File: config.mk
export PLATFORM = sky130hd
export DESIGN_NAME = mixer_scheduler
export DESIGN_NICKNAME = d
export VERILOG_FILES = /design/src/rtl/mixer_scheduler.sv
export SDC_FILE = /design/constraint.sdc
export NUM_CORES = 1
export LEC_CHECK = 0
export CAP_MARGIN = 20
export CORE_UTILIZATION = 34
export CTS_CLUSTER_DIAMETER = 150
export DETAILED_ROUTE_END_ITERATION = 16
export MAX_ROUTING_LAYER = met4
export PLACE_DENSITY_LB_ADDON = 0.2
export SLEW_MARGIN = 20
export SYNTH_ARGS = -nofsm -noshare
export SYNTH_HDL_FRONTEND = slang
export SYNTH_SLANG_ARGS = --single-unit
export TNS_END_PERCENT = 50
File: constraint.sdc
create_clock -name clk -period 2.35 [get_ports clk]
set_clock_uncertainty 0.15 [all_clocks]
set_input_delay 0.47 -clock clk [delete_from_list [all_inputs] [get_ports clk]]
set_output_delay 0.47 -clock clk [all_outputs]
set_load 0.01 [all_outputs]
File: src/rtl/mixer_scheduler.sv
// mixer_scheduler: time-shares one sin/cos mixer across NUM_CH reference
// channels. Each accepted sample is paired with every channel's NCO
// output in turn. A tag FIFO puts the channel index back on each result.
// Optional build macro MIXER_SCHED_CH_MASK_EN adds a per-frame channel
// enable mask (ch_enable). Disabled channels are skipped without idle cycles.
module mixer_scheduler #(
  parameter int NUM_CH     = 4,
  parameter int DATA_WIDTH = 24,
  parameter int SIN_WIDTH  = 18
) (
  input  logic                         clk,
  input  logic                         reset,
  input  logic                         sample_valid,
  input  logic signed [DATA_WIDTH-1:0] sample_data,
  output logic                         sample_ready,
  output logic                         nco_req,
  output logic [((NUM_CH > 1) ? $clog2(NUM_CH) : 1)-1:0] nco_ch,
  input  logic signed [SIN_WIDTH-1:0]  nco_sin,
  input  logic signed [SIN_WIDTH-1:0]  nco_cos,
  output logic                         mix_start,
  output logic signed [DATA_WIDTH-1:0] mix_data,
  output logic signed [SIN_WIDTH-1:0]  mix_sin,
  output logic signed [SIN_WIDTH-1:0]  mix_cos,
  input  logic                         mix_valid,
  output logic                         res_valid,
  output logic [((NUM_CH > 1) ? $clog2(NUM_CH) : 1)-1:0] res_ch,
  output logic                         frame_done,
  input  logic                         clear_flags,
`ifdef MIXER_SCHED_CH_MASK_EN
  input  logic [NUM_CH-1:0]            ch_enable,
`endif
  output logic                         overrun,
  output logic                         err_tag
);

  localparam int CH_W  = (NUM_CH > 1) ? $clog2(NUM_CH) : 1;
  localparam int OUT_W = $clog2(NUM_CH + 1);

  typedef enum logic [1:0] {IDLE, RUN, DRAIN} state_t;

  state_t                  state, state_next;
  logic [CH_W-1:0]         ch;          // channel being requested from the NCO
  logic [CH_W-1:0]         mix_ch_q;    // channel whose operands are on the mixer bus
  logic [DATA_WIDTH-1:0]   sample_q;
  logic                    mix_start_q;
  logic [CH_W-1:0]         tag_mem [NUM_CH];
  logic [CH_W-1:0]         wr_ptr, rd_ptr;
  logic [OUT_W-1:0]        outstanding; // doubles as tag FIFO occupancy
  logic                    accept, push, pop, fifo_empty;
  logic                    last_ch, first_found;
  logic [CH_W-1:0]         ch_first, ch_next;

  assign accept     = sample_valid && (state == IDLE);
  assign fifo_empty = (outstanding == '0);
  assign push       = mix_start_q;
  assign pop        = mix_valid && !fifo_empty;

`ifdef MIXER_SCHED_CH_MASK_EN
  logic [NUM_CH-1:0] mask_q;
  logic              next_found;

  // Returns {found, index} of the lowest set bit of m at or above position from.
  function automatic logic [CH_W:0] find_from(input logic [NUM_CH-1:0] m, input int from);
    logic [CH_W:0] r;
    r = '0;
    for (int i = NUM_CH - 1; i >= 0; i--) begin
      if (m[i] && (i >= from)) r = {1'b1, CH_W'(i)};
    end
    return r;
  endfunction

  // Channel sequencing: first enabled channel at accept, then next enabled one.
  always_comb begin
    {first_found, ch_first} = find_from(ch_enable, 0);
    {next_found, ch_next}   = find_from(mask_q, int'(ch) + 1);
    last_ch                 = !next_found;
  end

  // Enable mask is frozen for the whole frame at accept time.
  always_ff @(posedge clk) begin
    if (reset)       mask_q <= '0;
    else if (accept) mask_q <= ch_enable;
  end
`else
  // Channel sequencing: every channel, in order, every frame.
  always_comb begin
    first_found = 1'b1;
    ch_first    = '0;
    ch_next     = ch + 1'b1;
    last_ch     = (ch == CH_W'(NUM_CH - 1));
  end
`endif

  // FSM state register.
  // NOTE: sequential state uses non-blocking assignments so every flop samples pre-edge values.
  always_ff @(posedge clk) begin
    if (reset) state <= IDLE;
    else       state <= state_next;
  end

  // FSM next-state logic.
  // NOTE: the default assignment first keeps this combinational block latch-free.
  always_comb begin
    state_next = state;
    unique case (state)
      IDLE:  if (sample_valid) state_next = first_found ? RUN : DRAIN;
      RUN:   if (last_ch) state_next = DRAIN;
      DRAIN: if (fifo_empty && !mix_start_q) state_next = IDLE;
      default: state_next = IDLE;
    endcase
  end

  // FSM outputs.
  always_comb begin
    sample_ready = (state == IDLE);
    nco_req      = (state == RUN);
    frame_done   = (state == DRAIN) && fifo_empty && !mix_start_q;
    nco_ch       = nco_req ? ch : '0;
  end

  // Channel counter, sample register, and the one-cycle NCO-to-mixer alignment.
  always_ff @(posedge clk) begin
    if (reset) begin
      ch          <= '0;
      sample_q    <= '0;
      mix_start_q <= 1'b0;
      mix_ch_q    <= '0;
    end else begin
      if (accept) begin
        ch       <= ch_first;
        sample_q <= sample_data;
      end else if ((state == RUN) && !last_ch) begin
        ch <= ch_next;
      end
      mix_start_q <= nco_req;
      mix_ch_q    <= ch;
    end
  end

  // Mixer operands: NCO data arrives in the mix_start cycle, so it passes straight through.
  always_comb begin
    mix_start = mix_start_q;
    mix_data  = sample_q;
    mix_sin   = mix_start_q ? nco_sin : '0;
    mix_cos   = mix_start_q ? nco_cos : '0;
  end

  // Tag FIFO storage.
  // NOTE: storage is not reset; pointers and occupancy define validity.
  always_ff @(posedge clk) begin
    if (push) tag_mem[wr_ptr] <= mix_ch_q;
  end

  // Tag FIFO pointers and outstanding-operation count.
  always_ff @(posedge clk) begin
    if (reset) begin
      wr_ptr      <= '0;
      rd_ptr      <= '0;
      outstanding <= '0;
    end else begin
      if (push) wr_ptr <= (wr_ptr == CH_W'(NUM_CH - 1)) ? '0 : wr_ptr + 1'b1;
      if (pop)  rd_ptr <= (rd_ptr == CH_W'(NUM_CH - 1)) ? '0 : rd_ptr + 1'b1;
      unique case ({push, pop})
        2'b10:   outstanding <= outstanding + 1'b1;
        2'b01:   outstanding <= outstanding - 1'b1;
        default: outstanding <= outstanding;
      endcase
    end
  end

  // Result tagging: head of FIFO accompanies each mixer result.
  always_comb begin
    res_valid = pop;
    res_ch    = pop ? tag_mem[rd_ptr] : '0;
  end

  // Sticky error flags; a set event in the same cycle beats clear_flags.
  always_ff @(posedge clk) begin
    if (reset) begin
      overrun <= 1'b0;
      err_tag <= 1'b0;
    end else begin
      if (sample_valid && (state != IDLE)) overrun <= 1'b1;
      else if (clear_flags)                overrun <= 1'b0;
      if (mix_valid && fifo_empty)         err_tag <= 1'b1;
      else if (clear_flags)                err_tag <= 1'b0;
    end
  end

endmodule
==> results of run 1 <==
-- state kept, by name, indices dropped and copies added, names as in the netlist, named ones only --
name         cells
outstanding      3
mix_start        1
mix_data        24
rd_ptr           2
wr_ptr           2
err_tag          1
tag_mem          8
state            2
overrun          1
mix_ch_q         2
ch               2
-- synth_stat cells (all sizes together) --
cell	instances
a21oi	6
and2	42
buf	4
clkbuf	8
dfxtp	42
edfxtp	8
fa	1
ha	7
inv	4
mux2i	28
mux4	2
nand2	2
nand2b	1
nand3b	1
nor2	33
nor2b	7
nor3	3
nor3b	4
o21ai	2
o31ai	1
or3	2
or4	1
xnor2	2
xor2	1
-- per-stage QoR --
step | area (µm²) | TNS (ns) | std cells
global route | 3800 | 0 | 431
floorplan | 2250 | 0 | 212
CTS | 3770 | -0.0563 | 431
global placement | 3690 | -0.345 | 423
detailed placement | 3690 | -0.455 | 423
finish | 3800 | 0 | 431
-- worst max-delay path, stage by stage (launching register included) --
cell and delay, ns:
dfxtp_1 0.32, or4_4 0.54, nor3b_2 0.18, dlygate4sd2_1 0.30
-- report_power, final --
group | internal [mW] | switching [mW] | leakage [nW]
clock network | 0.205 | 0.261 | 0.0426
registers | 0.935 | 0.0445 | 0.415
logic | 0.395 | 0.244 | 1.08
-- cell type report --
type	count	area [µm²]
multi-input cells	146	1080
clock buffers	6	72.6
fillers	559	2550
inverters	4	15.0
well taps	77	96.3
flip-flops and latches	50	1080
repair buffers	146	1440
clock inverters	2	8.76
-- cell families (layout without fill, tap and decap cells) --
kind of cell | Yosys count | count (layout) | synth area share
AO/OA/AOI/OAI | 9 | 9 | 0.0234
XOR/XNOR | 3 | 3 | 0.0117
adder cells (fa/ha/maj) | 8 | 8 | 0.0479
buffers and inverters | 16 | 158 | 0.0479
flip-flops | 50 | 50 | 0.481
multiplexers | 30 | 30 | 0.145
AND/OR/NAND/NOR | 96 | 96 | 0.243
-- routing by layer --
metal	up-vias	track usage
met5	-	-
met4	0	0.0564
met3	6	0.0417
met2	50	0.275
met1	875	0.180
li1	977	-
-- path summary, 6_finish.rpt --
path	from	to	slack, ns
min	overrun$_SDFFE_PP0P_	overrun$_SDFFE_PP0P_	0.34
max reg2reg	outstanding[0]$_SDFFE_PP0P_	outstanding[2]$_SDFFE_PP0P_	0.15
max	outstanding[0]$_SDFFE_PP0P_	frame_done	0.11
min reg2reg	overrun$_SDFFE_PP0P_	overrun$_SDFFE_PP0P_	0.34
-- timing repair --
action                                  CTS  global route
resized for setup                         4             7
hold buffers                              0             0
endpoints found under the setup margin    6            38
==> metrics.txt, run 1 <==
total routed wirelength around 5.4 mm; Worst VDD drop between 0.0003 and 0.0004 V; total track usage 0.160; hold_ws between 0.3 and 0.4 ns; I/O pins approximately 140; routed vias ~1900; Final Max Tran Viols 0; final setup vio count 0; synth top area cells dfxtp_1 37%, mux2i_1 12%, and2_1 12%; dpl hpwl between 4 and 5 mm; CTS tree built; Critical Path Fanout Max 2; port bufs roughly 140; total grt overflow 0; Slew headroom 0.697; Mapped Avg Cell Area ~11 µm²; Post-Syn Area between 2000 and 2500 µm²; CTS Buf Count 5; met1 WL between 2 and 2.5 mm; hold path cells 2; fin crit period 2.24 ns; TritonRoute pass-1 iters 4; Startpoint Class flip-flop; Post-CTS Setup Inserts 0; Final Power between 2 and 2.5 mW; Initial DRC Count 55; fraction of layout cells with a size suffix above 1 0.0819; Yosys reg bits 50; Worst-path clk slew roughly 0.08 ns; final worst setup slack approximately 0.11 ns; vias in the first global route about 1800; ANT nets after route 0; met2 WL around 2.8 mm; # diodes 0; Final Util 0.598; Post-Synthesis Net Count approximately 290; most frequent cells in the layout 130 x clkdlybuf4s50_1, 42 x and2_1, 42 x dfxtp_1, 33 x nor2_1, 28 x mux2i_1; H-tree depth 2; commonest non-fill, non-tap cell in the layout clkdlybuf4s50_1; Yosys warning count 0; effective utilization at floorplan 0.354; first-pass GRT wire length about 8.7 mm; largest net degree at the start of global routing between 40 and 50; count of cell types in the netlist 27; sequential share of the synthesized area 0.481; initial antenna violation count 0; Core Region 6350 µm²; worst slew pin tran roughly 0.45 ns; critical path class reg -> out; clk root buf clkbuf_8; Clock Path Buffers 2; fin nets between 400 and 500; dominant cell type by area after synthesis dfxtp_1; Setup crit end kind primary output; synthesis-to-layout area growth 69.1%; Met3 Wirelength 286 µm; Die Wd approximately 83 µm; power density cells 549 nW/µm²; Post-Syn Instances about 210; worst endpoint required time ~1.7 ns; FF-to-FF path depth 8; Final Hold Violating Endpoints 0; Place WS -0.171 ns; post-synth top area share 0.374; fmax 446 MHz; drt drc 0; Sink Count 50; DR WL/cell between 10 and 15 µm; Die H between 80 and 90 µm; unrepaired setup endpoints after global routing no; Max Cap Viol 0; status complete, no violations; WP data arrival ~1.6 ns; RePlAce Congestion roughly 0.72; row count 29; Vias/cell between 4 and 5; uppermost routed layer met4; Clk Latency, worst-skew pair 0.29 ns; Tightest Hold Check Type reg -> reg; P_leak 1.53 nW; die area between 6000 and 7000 µm²; Tcrit/Tclk final 0.953
No activity file was read; power rests on OpenSTA's default activity.
==> run 2, diff against run 1 <==
- ABC_CLOCK_PERIOD_IN_PS: default -> 2460
- CORE_UTILIZATION: 34 -> 37
- clock period: 2.35 -> 2.46 ns (I/O delays scaled with it)
==> run 2 against run 1 <==
- clock power increased by 20%
- via count is 0.89% lower
- register-to-register slack improved by 0.04 ns
- sequential cell count is the same
- cell area down 0.20%
- die area fell by 7.9%
- worst hold slack worse by 0.013 ns
- setup slack better by 0.0029 ns
- cell count shrank 1.2%
- wire length up 1.8%
- critical path depth stayed put
- largest cell class unchanged
- largest power group unchanged
==> metrics.txt, run 2 (synthesized netlist as in run 1, its figures left out) <==
RePlAce Congestion 0.798 (+11%); met1 GRT Util 0.204 (+0.0242); Sink Count 50 (unchanged); final setup vio count 0 (unchanged); Initial DRC Count 62 (+13%); fraction of layout cells with a size suffix above 1 0.0798 (-0.00215); Die H 79.9 µm (-4.0%); Clk Latency, worst-skew pair 0.29 ns (about the same); slowest CP cell or4_4; die area 6390 µm² (-7.9%); largest net degree at the start of global routing 45 (unchanged); r2r startpoint mix_start$_SDFF_PP0_; Slew headroom 0.718 (+0.0208); drt drc 0 (unchanged); TritonRoute pass-1 iters 4 (unchanged); I/O pins 136 (unchanged); FF-to-FF path depth 7 (-1); crit path cell chain or4_4 -> nor3b_2 -> dlygate4sd2_1; Vias/cell 4.44 (+0.27%); total track usage 0.172 (+0.0116); vias in the first global route 1729 (-4.6%); Startpoint Class flip-flop; Worst-path clk slew 0.09 ns (about the same); commonest non-fill, non-tap cell in the layout clkdlybuf4s50_1; post-route setup TNS 0 ns (unchanged); Clock Path Buffers 2 (unchanged); Worst VDD drop 0.000411 V (+9.2%); Sequential Area 1080 µm² (+0.23%); port bufs 135 (unchanged); critical path class reg -> out; synthesis-to-layout area growth 68.7%; Die Wd 79.9 µm (-4.0%); P_leak 1.54 nW (+0.42%); hold_ws 0.330 ns (-0.0126 ns); multi-input logic area 1070 µm² (-0.58%); # diodes 0 (unchanged); CTS Buf Count 5 (unchanged); hold path startpoint overrun$_SDFFE_PP0P_; Top delay family on crit path simple AND/OR/NAND/NOR gates; fin crit period approximately 2.3 ns; H-tree depth 2 (unchanged); DR WL/cell 12.9 µm (+3.0%); worst endpoint required time 1.82 ns (+0.09 ns); hold endpoint overrun$_SDFFE_PP0P_; power density cells 551 nW/µm² (+0.36%); CTS tree built; Most Crowded Layer GR met2; Setup crit end kind primary output; Post-CTS Setup Inserts 0 (unchanged); met3 Resource Use GR 0.0366 (-0.00518); Place WS -0.141 ns (+0.0304 ns); fill count 515 (-7.9%); total grt overflow 0 (unchanged); Critical path buffers and inverters 1 (unchanged); initial antenna violation count 0 (unchanged); Worst R2R Setup Slack 0.19 ns (+0.04 ns); critical register-to-register path endpoint outstanding[2]$_SDFFE_PP0P_; routed vias 1891 (-0.89%); Final Max Tran Viols 0 (unchanged); Final Hold Violating Endpoints 0 (unchanged); Max Cap Viol 0 (unchanged); Final Util 0.644 (+0.0459); final worst setup slack 0.113 ns (+0.00293 ns); status complete, no violations; routing usage on met2 0.297 (+0.0216); CTS Hold Bufs 0 (unchanged); first-pass GRT wire length 8.25 mm (-4.9%); effective utilization at floorplan 0.382 (+0.0279); hold path cells 2 (unchanged); WP data arrival 1.70 ns (+0.08 ns); crit-path max cell delay 0.54 ns (about the same); fin nets 423 (-0.70%); Tightest Hold Check Type reg -> reg; number of flip-flops in the largest register 24 (unchanged); fmax around 430 MHz; most frequent cells in the layout 131 x clkdlybuf4s50_1, 42 x and2_1, 40 x dfxtp_1, 33 x nor2_1, 28 x mux2i_1; clk root buf clkbuf_8; row count 28 (-3.4%); Critical Path Fanout Max 5 (+3); Tcrit/Tclk final 0.954; dpl hpwl 4.10 mm (+0.70%); unrepaired setup endpoints after global routing no; Core Region 5890 µm² (-7.3%); ANT nets after route 0 (unchanged); Final Power 2.09 mW (+0.16%); total routed wirelength 5.50 mm (+1.8%); worst slew pin tran 0.423 ns (-0.0312 ns)
## run 2: layout make-up
cell class                 count  area share
clock buffer                   5      0.0182
timing repair buffer         143       0.373
clock inverter                 3      0.0106
sequential                    50       0.286
multi-input combinational    146       0.284
inverter                       4     0.00396
tap                           75      0.0248
## run 2: per-stage QoR
stage                     instances  area (µm²)
final                           426        3790
after global routing            426        3790
after CTS                       426        3780
after detailed placement        418        3660
after global placement          418        3660
after floorplan                 212        2250
## run 2: tightest hold or removal path: stages, from the launching register on
cell	delay [ns]
dfxtp_1	0.32
nand2b_1	0.06
a21oi_1	0.06
## run 2: what timing repair did
item | 4_1_cts | 5_1_grt
gates cloned | 0 | 0
gates resized for setup | 4 | 4
setup endpoints to repair | 4 | 5
## run 2: worst max-delay path by stage
stage          slack, ns  depth (start not counted)                   startpoint                     endpoint
4_1_cts             0.01                          3      tag_mem[2][0]$_DFFE_PP_                    res_ch[0]
3_3_place_gp        -0.1                          8                    mix_valid  outstanding[2]$_SDFFE_PP0P_
3_5_place_dp       -0.14                          8                    mix_valid  outstanding[2]$_SDFFE_PP0P_
5_1_grt             0.02                          3  outstanding[1]$_SDFFE_PP0P_                   frame_done
6_report            0.11                          3  outstanding[1]$_SDFFE_PP0P_                   frame_done
2_1_floorplan       0.16                          7  outstanding[0]$_SDFFE_PP0P_  outstanding[2]$_SDFFE_PP0P_
## run 2: per-layer routing
layer / up-vias / share of wire
li1: 969 / -
met1: 871 / 0.43
met2: 47 / 0.52
met3: 4 / 0.042
met4: 0 / 0.0058
met5: - / 0
## run 2: power by group
part,internal [mW],switching (mW)
registers,0.896,0.0597
clock network,0.300,0.262
logic,0.358,0.213
==> run 3, diff against run 2 <==
- CELL_PAD_IN_SITES_DETAIL_PLACEMENT: default -> 0
- CELL_PAD_IN_SITES_GLOBAL_PLACEMENT: default -> 1
- CORE_UTILIZATION: 37 -> 27
- CTS_CLUSTER_SIZE: default -> 12
- PLACE_DENSITY: default -> 0.92
- PLACE_DENSITY_LB_ADDON: 0.2 -> default
==> run 3 against run 2 <==
- core utilization is 16 points lower
- sequential cell count stayed put
- wire length is 6.9% lower
- sequential power is 0.7% lower
- total power is 4.1% lower
- cell area is 0.20% higher
- global-route usage is 4.9 points lower
- sequential share of layout area is 0.089 points lower
- die area is 36% higher
- maximum frequency is 0.73% lower
- combinational power hardly changed
- critical path type unchanged
- largest power group unchanged
==> metrics.txt, run 3 (synthesized netlist as in run 1, its figures left out) <==
Worst-path clk slew 0.09 ns (about the same); Clock Path Buffers 2 (unchanged); Worst VDD drop 0.000245 V (-40%); WP data arrival 1.72 ns (+0.02 ns); total grt overflow 0 (unchanged); power density cells 527 nW/µm² (-4.3%); total routed wirelength 5.12 mm (-6.9%); worst endpoint required time 1.82 ns (about the same); row count 32 (+14%); final setup vio count 0 (unchanged); worst slew pin tran 0.415 ns (-0.00774 ns); vias in the first global route 1905 (+10%); DR WL/cell 11.4 µm (-12%); dpl hpwl 3.95 mm (-3.7%); Slew headroom 0.723 (+0.00516); H-tree depth 2 (unchanged); clk root buf clkbuf_8; Die H 93.2 µm (+17%); fin nets 421 (-0.47%); total track usage 0.123 (-0.0486); status complete, no violations; number of flip-flops in the largest register 24 (unchanged); Vias/cell 4.27 (-3.8%); Tcrit/Tclk final 0.961 (+0.00699); Critical Path Fanout Max 5 (unchanged); fin crit period 2.36 ns (+0.0172 ns); Final Hold Violating Endpoints 0 (unchanged); largest net degree at the start of global routing 45 (unchanged); drt drc 0 (unchanged); die area 8690 µm² (+36%); effective utilization at floorplan 0.285 (-0.0969); crit path cell chain or4_4 -> nor3b_2 -> dlygate4sd2_1; critical path class reg -> out; Final Power 2.00 mW (-4.1%); multi-input logic area 1070 µm² (-0.82%); Final Max Tran Viols 0 (unchanged); Final Util 0.481 (-0.162); P_leak 1.50 nW (-2.7%); most frequent cells in the layout 131 x clkdlybuf4s50_1, 42 x and2_1, 41 x dfxtp_1, 33 x nor2_1, 28 x mux2i_1; Sequential Area 1080 µm² (-0.12%); initial antenna violation count 0 (unchanged); post-route setup TNS 0 ns (unchanged); Die Wd 93.2 µm (+17%); ANT nets after route 0 (unchanged); CTS Buf Count 5 (unchanged); TritonRoute pass-1 iters 4 (unchanged); Tightest Hold Check Type reg -> reg; Post-CTS Setup Inserts 0 (unchanged); fraction of layout cells with a size suffix above 1 0.0716 (-0.00814); Initial DRC Count 48 (-23%); Startpoint Class flip-flop; commonest non-fill, non-tap cell in the layout clkdlybuf4s50_1; fill count 742 (+44%); port bufs 135 (unchanged); synthesis-to-layout area growth 69.1%; routed vias 1926 (+1.9%); slowest CP cell or4_4; Clk Latency, worst-skew pair 0.29 ns (about the same); RePlAce Congestion 0.722 (-9.5%); Max Cap Viol 0 (unchanged); fmax 423 MHz (-0.73%); Setup crit end kind primary output; first-pass GRT wire length 8.42 mm (+2.1%); Sink Count 50 (unchanged); crit-path max cell delay 0.57 ns (+0.03 ns); Core Region 7890 µm² (+34%); I/O pins 136 (unchanged); unrepaired setup endpoints after global routing no; CTS tree built; # diodes 0 (unchanged)
run 3: path summary, 6_finish.rpt:
path                                     from                          end  slack, ns  depth (start not counted)
setup / recovery  outstanding[0]$_SDFFE_PP0P_                   frame_done        0.1                          3
setup reg to reg  outstanding[0]$_SDFFE_PP0P_  outstanding[2]$_SDFFE_PP0P_       0.16                          7
hold / removal           overrun$_SDFFE_PP0P_         overrun$_SDFFE_PP0P_       0.34                          2
hold reg to reg          overrun$_SDFFE_PP0P_         overrun$_SDFFE_PP0P_       0.34                          2
run 3: worst max-delay path, delay by kind of cell, from the launching register on:
kind	cells	cell delay (ns)
simple gates	2	0.75
buf+inv	1	0.30
flops	1	0.38
run 3: repair_timing:
| item | 4_1_cts | 5_1_grt |
|---|---|---|
| gates cloned | 0 | 0 |
| gates resized for setup | 5 | 1 |
| hold buffers | 0 | 0 |
| hold endpoints to repair | 0 | 0 |
| setup endpoints to repair | 6 | 2 |
run 3: through the flow:
| step | instances | instance area (µm²) | setup WS [ns] | hold WS (ns) |
|---|---|---|---|---|
| 6_report | 451 | 3800 | 0.0959 | 0.337 |
| 5_1_grt | 451 | 3800 | 0.00440 | 0.359 |
| 2_1_floorplan | 212 | 2250 | 0.161 | 0.288 |
| 3_5_place_dp | 443 | 3710 | -0.153 | 0.325 |
| 4_1_cts | 451 | 3800 | 0.00812 | 0.339 |
| 3_3_place_gp | 443 | 3710 | -0.0676 | 0.308 |
run 3: layout make-up:
class | count | share of cell area
Tap cell | 102 | 0.0336
Sequential cell | 50 | 0.285
Clock buffer | 7 | 0.0227
Inverter | 4 | 0.00395
Clock inverter | 1 | 0.00132
Timing Repair Buffer | 141 | 0.373
Multi-Input combinational cell | 146 | 0.281
run 3: report_power, final:
part | total (mW) | internal, mW | leakage [nW] | switching [mW]
logic | 0.573 | 0.364 | 1.03 | 0.209
clock network | 0.481 | 0.227 | 0.0482 | 0.253
registers | 0.949 | 0.894 | 0.415 | 0.0551
run 3: metal layers:
layer  wire (µm)  vias to the layer above  global-route usage
li1            -                      968                   -
met1        1980                      870               0.125
met2        2610                       86               0.231
met3         517                        2              0.0333
met4          23                        0              0.0346
met5           0                        -                   -
